## src/rtl/sram_arb_pkg.sv

```systemverilog
// Shared state and port-id types for the two-port SRAM arbiter.
// Latency: none (types only).
// Backpressure: none (types only).
package sram_arb_pkg;

  typedef enum logic [1:0] {
    IDLE   = 2'd0,
    ACCESS = 2'd1,
    RESP   = 2'd2
  } arb_state_t;

  typedef logic port_id_t;

endpackage

```

## src/rtl/sram_arbiter_rr_pick2.sv

```systemverilog
// Two-way round-robin pick: a lone requester wins; on a tie the port that did not win last time wins.
// Latency: purely combinational.
// Backpressure: none; the caller qualifies the grant with its own readiness.
module rr_pick2
  import sram_arb_pkg::*;
(
  input  logic [1:0] valid,
  input  port_id_t   last,
  output logic [1:0] grant
);

  // Tie goes to the port other than last; otherwise pass the single request through.
  always_comb begin
    grant = 2'b00;
    if (valid == 2'b11) begin
      grant = (last == 1'b1) ? 2'b01 : 2'b10;
    end else begin
      grant = valid;
    end
  end

endmodule

```

## src/rtl/sram_arbiter.sv

```systemverilog
// Shares one SRAM port between the CPU path (port 0) and a secondary master (port 1), round-robin.
// Latency: accept at T, SRAM enabled T+1..T+WAIT_CYCLES, rvalid pulse at T+WAIT_CYCLES+1.
// Backpressure: reqN_ready only in IDLE; one transaction in flight. SRAM_ARBITER_STATS_EN adds grant counters.
module sram_arbiter
  import sram_arb_pkg::*;
#(
  parameter int ADDR_W      = 16,
  parameter int DATA_W      = 16,
  parameter int WAIT_CYCLES = 1
) (
  input  logic              clk,
  input  logic              reset_n,
  input  logic              req0_valid,
  input  logic              req0_we,
  input  logic [ADDR_W-1:0] req0_addr,
  input  logic [DATA_W-1:0] req0_wdata,
  output logic              req0_ready,
  output logic              req0_rvalid,
  output logic [DATA_W-1:0] req0_rdata,
  input  logic              req1_valid,
  input  logic              req1_we,
  input  logic [ADDR_W-1:0] req1_addr,
  input  logic [DATA_W-1:0] req1_wdata,
  output logic              req1_ready,
  output logic              req1_rvalid,
  output logic [DATA_W-1:0] req1_rdata,
  output logic [ADDR_W-1:0] sram_addr,
  output logic              sram_mem_ena,
  output logic              sram_wr_ena,
  output logic [DATA_W-1:0] sram_wdata,
  input  logic [DATA_W-1:0] sram_rdata,
`ifdef SRAM_ARBITER_STATS_EN
  output logic [15:0]       gnt0_count,
  output logic [15:0]       gnt1_count,
`endif
  output logic              busy
);

  localparam int WAIT_W = (WAIT_CYCLES > 1) ? $clog2(WAIT_CYCLES) : 1;

  if (WAIT_CYCLES < 1) begin : g_bad_wait
    $error("sram_arbiter: WAIT_CYCLES must be >= 1");
  end

  arb_state_t        state_q, state_d;
  port_id_t          owner_q, rr_last_q;
  logic              we_q;
  logic [ADDR_W-1:0] addr_q;
  logic [DATA_W-1:0] wdata_q, rdata_q;
  logic [WAIT_W-1:0] wait_q;
  logic [1:0]        rst_sync;
  logic              rst_int_n;
  logic [1:0]        grant, ready, rvalid;
  logic              accept;

  // Reset asserts asynchronously and releases two clocks after reset_n rises.
  always_ff @(posedge clk or negedge reset_n) begin
    if (!reset_n) rst_sync <= 2'b00;
    else          rst_sync <= {rst_sync[0], 1'b1};
  end
  assign rst_int_n = rst_sync[1];

  rr_pick2 u_pick (
    .valid ({req1_valid, req0_valid}),
    .last  (rr_last_q),
    .grant (grant)
  );

  // State register.
  always_ff @(posedge clk or negedge rst_int_n) begin
    if (!rst_int_n) state_q <= IDLE;
    else            state_q <= state_d;
  end

  // Next state plus handshake / SRAM strobes; SRAM is only enabled during ACCESS.
  always_comb begin
    state_d      = state_q;
    ready        = 2'b00;
    rvalid       = 2'b00;
    sram_mem_ena = 1'b0;
    sram_wr_ena  = 1'b0;
    case (state_q)
      IDLE: begin
        if (rst_int_n) ready = grant;
        if (|ready) state_d = ACCESS;
      end
      ACCESS: begin
        sram_mem_ena = 1'b1;
        sram_wr_ena  = we_q;
        if (wait_q == '0) state_d = RESP;
      end
      RESP: begin
        rvalid[owner_q] = 1'b1;
        state_d         = IDLE;
      end
      default: state_d = IDLE;
    endcase
  end

  assign accept = |ready;

  // Request latches, wait counter and read capture on the last access cycle.
  always_ff @(posedge clk or negedge rst_int_n) begin
    if (!rst_int_n) begin
      owner_q   <= 1'b0;
      rr_last_q <= 1'b1;
      we_q      <= 1'b0;
      addr_q    <= '0;
      wdata_q   <= '0;
      rdata_q   <= '0;
      wait_q    <= '0;
    end else if (accept) begin
      owner_q   <= grant[1];
      rr_last_q <= grant[1];
      we_q      <= grant[1] ? req1_we    : req0_we;
      addr_q    <= grant[1] ? req1_addr  : req0_addr;
      wdata_q   <= grant[1] ? req1_wdata : req0_wdata;
      wait_q    <= WAIT_W'(WAIT_CYCLES - 1);
    end else if (state_q == ACCESS) begin
      if (wait_q == '0) rdata_q <= we_q ? '0 : sram_rdata;
      else              wait_q  <= wait_q - WAIT_W'(1);
    end
  end

  assign req0_ready  = ready[0];
  assign req1_ready  = ready[1];
  assign req0_rvalid = rvalid[0];
  assign req1_rvalid = rvalid[1];
  assign req0_rdata  = rvalid[0] ? rdata_q : '0;
  assign req1_rdata  = rvalid[1] ? rdata_q : '0;
  assign sram_addr   = addr_q;
  assign sram_wdata  = wdata_q;
  assign busy        = (state_q != IDLE);

`ifdef SRAM_ARBITER_STATS_EN
  // Per-port accept counters, free-running with natural wrap.
  always_ff @(posedge clk or negedge rst_int_n) begin
    if (!rst_int_n) begin
      gnt0_count <= '0;
      gnt1_count <= '0;
    end else begin
      if (ready[0]) gnt0_count <= gnt0_count + 16'd1;
      if (ready[1]) gnt1_count <= gnt1_count + 16'd1;
    end
  end
`endif

endmodule
```

## config.mk

```make
export PLATFORM = sky130hd
export DESIGN_NAME = sram_arbiter
export DESIGN_NICKNAME = d
export VERILOG_FILES = /design/src/rtl/sram_arb_pkg.sv /design/src/rtl/sram_arbiter_rr_pick2.sv /design/src/rtl/sram_arbiter.sv
export SDC_FILE = /design/constraint.sdc
export NUM_CORES = 1
export LEC_CHECK = 0
export BUFFER_PORTS_ARGS = -buffer_cell sky130_fd_sc_hd__buf_2
export CAP_MARGIN = 25
export CORE_MARGIN = 2
export CORE_UTILIZATION = 39
export CTS_BUF_LIST = sky130_fd_sc_hd__clkbuf_16
export CTS_CLUSTER_DIAMETER = 100
export DETAILED_ROUTE_END_ITERATION = 6
export GPL_TIMING_DRIVEN = 0
export HOLD_SLACK_MARGIN = 0.05
export PLACE_DENSITY = 0.76
export SLEW_MARGIN = 20
export SYNTH_ARGS = -nofsm -noshare
export SYNTH_HDL_FRONTEND = slang
export SYNTH_SLANG_ARGS = --single-unit
```

## constraint.sdc

```tcl
create_clock -name clk -period 2.7 [get_ports clk]
set_input_delay 0.54 -clock clk [delete_from_list [all_inputs] [get_ports clk]]
set_output_delay 0.54 -clock clk [all_outputs]
set_load 0.01 [all_outputs]
```

==> results.ini <==
[outcome]
outcome = completed

[worst_setup_path]
r2r-start = rst_sync[1]
crit_fanout = 16
r2r-end = sram_addr[11]
critical_path_class = register to primary output
end_kind = primary output
worstPathRequired_ns = 2.16
crit_start = rst_sync[1]
start_kind = register
rrSetupSlack_ns = 0.78
crit_end = req0_ready
worstPathArrival_ns = 1.93
reg2reg_depth = 5

[synthesis]
synth_top_area_cell = dfrtp_1
yosysMostFrequentCell = dfrtp_1
synthCells = 244
synth_edf_count = 0
syn_nets = 330
synth-async-reset-ratio_pct = 100
synth_common_cells = dfrtp_1 (54), nand2_1 (33), o221a_2 (33), or3_1 (33), and2_1 (32)
avgSynthCellArea_um2 = 10.6
yosysTopAreaCellShare_pct = 52.4
synth_warnings = 0
synth_cell_types = 26
ys_top_cells_by_area = dfrtp_1 (52%), o221a_2 (14%), or3_1 (8.0%)
yosysSeqAreaShare_pct = 53.4
synth-seq-cells = 55
synth_area_um2 = 2580
ys.flop_type = dfrtp_1

[clocking]
clock_sinks = 55
clock_latency_ns = 0.29
cts_buffer_depth = 2
cts_buffers = 5
htreeDepth = 2
cts_tree = built
root_buffer = clkbuf_16
clkTransAtPathRegs_ns = 0.07

[timing]
final_hold_viol_count = 0
setup_viol = 0
clock.fmax_ghz = 0.405
fin_skew_ns = 0.00476
final.setup.tns_ns = 0
timing.final.crit_share_pct = 91.4
maxSlewViolCount = 0
setup_slack_ns = 0.233
rsz0062_at_grt = false
period_minus_slack_ns = 2.47

[detailed_routing]
wl_um = 7230
drc = 0
wl_per_cell_um = 14.8
postRouteAntennaNets = 0
drt_iter0_markers = 125
via_count = 2504
viasPerCell = 5.12
drt-pass1-iter-count = 4

[floorplanning]
initial_core_util_pct = 40.4
dieArea_um2 = 7280
fp-row-count = 29
io_pins = 157
core_area_um2 = 6390
dieWidth_um = 85.3
die-height_um = 85.3

[global_routing]
track_usage_pct = 20.0
globalRoute.totalOverflow = 0
grt_pass1_vias = 2371
grt_pass1_wl_um = 11700
antenna_found_initial = 0
grt_max_degree = 28

[final_layout]
drive_above_1_share_pct = 51.6
synthToLayoutAreaGrowth_pct = 41.8
nets = 496

[hold_path]
worstHoldPathType = register to async pin

[placed_design]
numPortBuffers = 156
detailedPlace.worstSlack_ns = -0.173
hpwlAfterDp_um = 5240
gp_congestion = 0.778

[power_and_ir_drop]
vdd_drop_max_mv = 0.320
p_per_area_nw_per_um2 = 701
p_leak_nw = 1.83

[flow_run]
drv_cap = 0

## how the worst min path moves through the flow
stage	end	slack, ns	cells past startpoint
floorplan	rst_sync[0]	0.24	0
global placement	rst_sync[0]	0.33	1
detailed placement	rst_sync[0]	0.33	1
CTS	rdata_q[11]	0.20	0
global route	rdata_q[11]	0.21	0
finish	rdata_q[11]	0.19	0
## area by class of cell
| type | count | area, um^2 |
|---|---|---|
| repair buffers | 159 | 822 |
| well taps | 77 | 96.3 |
| fillers | 575 | 2730 |
| clock buffers | 5 | 125 |
| plain buffers | 21 | 93.8 |
| inverters | 4 | 15.0 |
| clock inverters | 3 | 12.5 |
| diodes | 1 | 2.50 |
| multi-input cells | 164 | 1110 |
| flip-flops and latches | 55 | 1380 |
## metal layers
| metal | track usage (%) | up-vias | routed length, um |
|---|---|---|---|
| met5 | 0 | - | 0 |
| met4 | 5.48 | 0 | 68 |
| met3 | 2.72 | 5 | 375 |
| met2 | 32.7 | 88 | 3640 |
| met1 | 28.0 | 1204 | 3140 |
| li1 | - | 1207 | - |
## cell usage in the layout (no fill, tap or decap), types with 2 or more instances in the layout
| cell | netlist | final |
|---|---|---|
| dfrtp_1 | 54 | 53 |
| o21ai_0 | 16 | 16 |
| o221a_2 | 33 | 33 |
| nor3b_2 | 0 | 2 |
| clkbuf_2 | 3 | 3 |
| buf_2 | 3 | 159 |
| buf_6 | 1 | 2 |
| nand2b_1 | 2 | 2 |
| inv_1 | 3 | 5 |
| nor2_1 | 3 | 3 |
| nand2_1 | 33 | 33 |
| or3_1 | 33 | 33 |
| and2_1 | 32 | 32 |
| clkbuf_16 | 0 | 5 |
| clkbuf_1 | 14 | 14 |
## logic make-up (layout without fill, tap and decap cells)
| logic type | count (synthesis) | after routing | synth area share [%] |
|---|---|---|---|
| DFF | 55 | 55 | 53.4 |
| other | 1 | 2 | 0.145 |
| and+or+nand+nor | 110 | 110 | 23.6 |
| buffers and inverters | 25 | 192 | 4.22 |
| AOI/OAI and AO/OA | 53 | 53 | 18.6 |
## what timing repair did
| action | in CTS | in global routing |
|---|---|---|
| setup endpoints to repair | 2 | 11 |
| setup buffers | 2 | 0 |
| hold buffers | 1 | 0 |
| gates resized for setup | 1 | 2 |
| hold endpoints to repair | 2 | 0 |
## critical path, stage by stage, from the launching register on
cell and delay, ns:
dfrtp_4 0.56, nor3b_2 0.35, nand3_2 0.22, clkbuf_1 0.28
inv_1 0.09, buf_2 0.13
## registers in the layout (all words and copies together) (netlist names)
signal	cells
rdata_q	16
sram_addr	16
sram_wdata	16
rst_sync	2
state_q	2
owner_q	1
rr_last_q	1
we_q	1
## report_power, final
group,leakage (nW),total [mW],internal (mW),switching [mW]
registers,0.642,1.19,1.05,0.138
clock network,0.0762,0.610,0.336,0.274
logic,1.11,0.763,0.380,0.383
total,1.83,2.56,1.77,0.796
## stage by stage
stage,instances,power [mW],hold slack [ns],util [%],area (um^2)
3_5_place_dp,477,1.96,0.329,54.2,3460
6_report,489,2.56,0.188,57.3,3660
4_1_cts,488,2.59,0.197,57.1,3640
3_3_place_gp,477,1.94,0.326,54.2,3460
2_1_floorplan,244,1.62,0.244,-,2580
5_1_grt,488,2.74,0.207,57.2,3650
(Power assumes the default switching activity.)
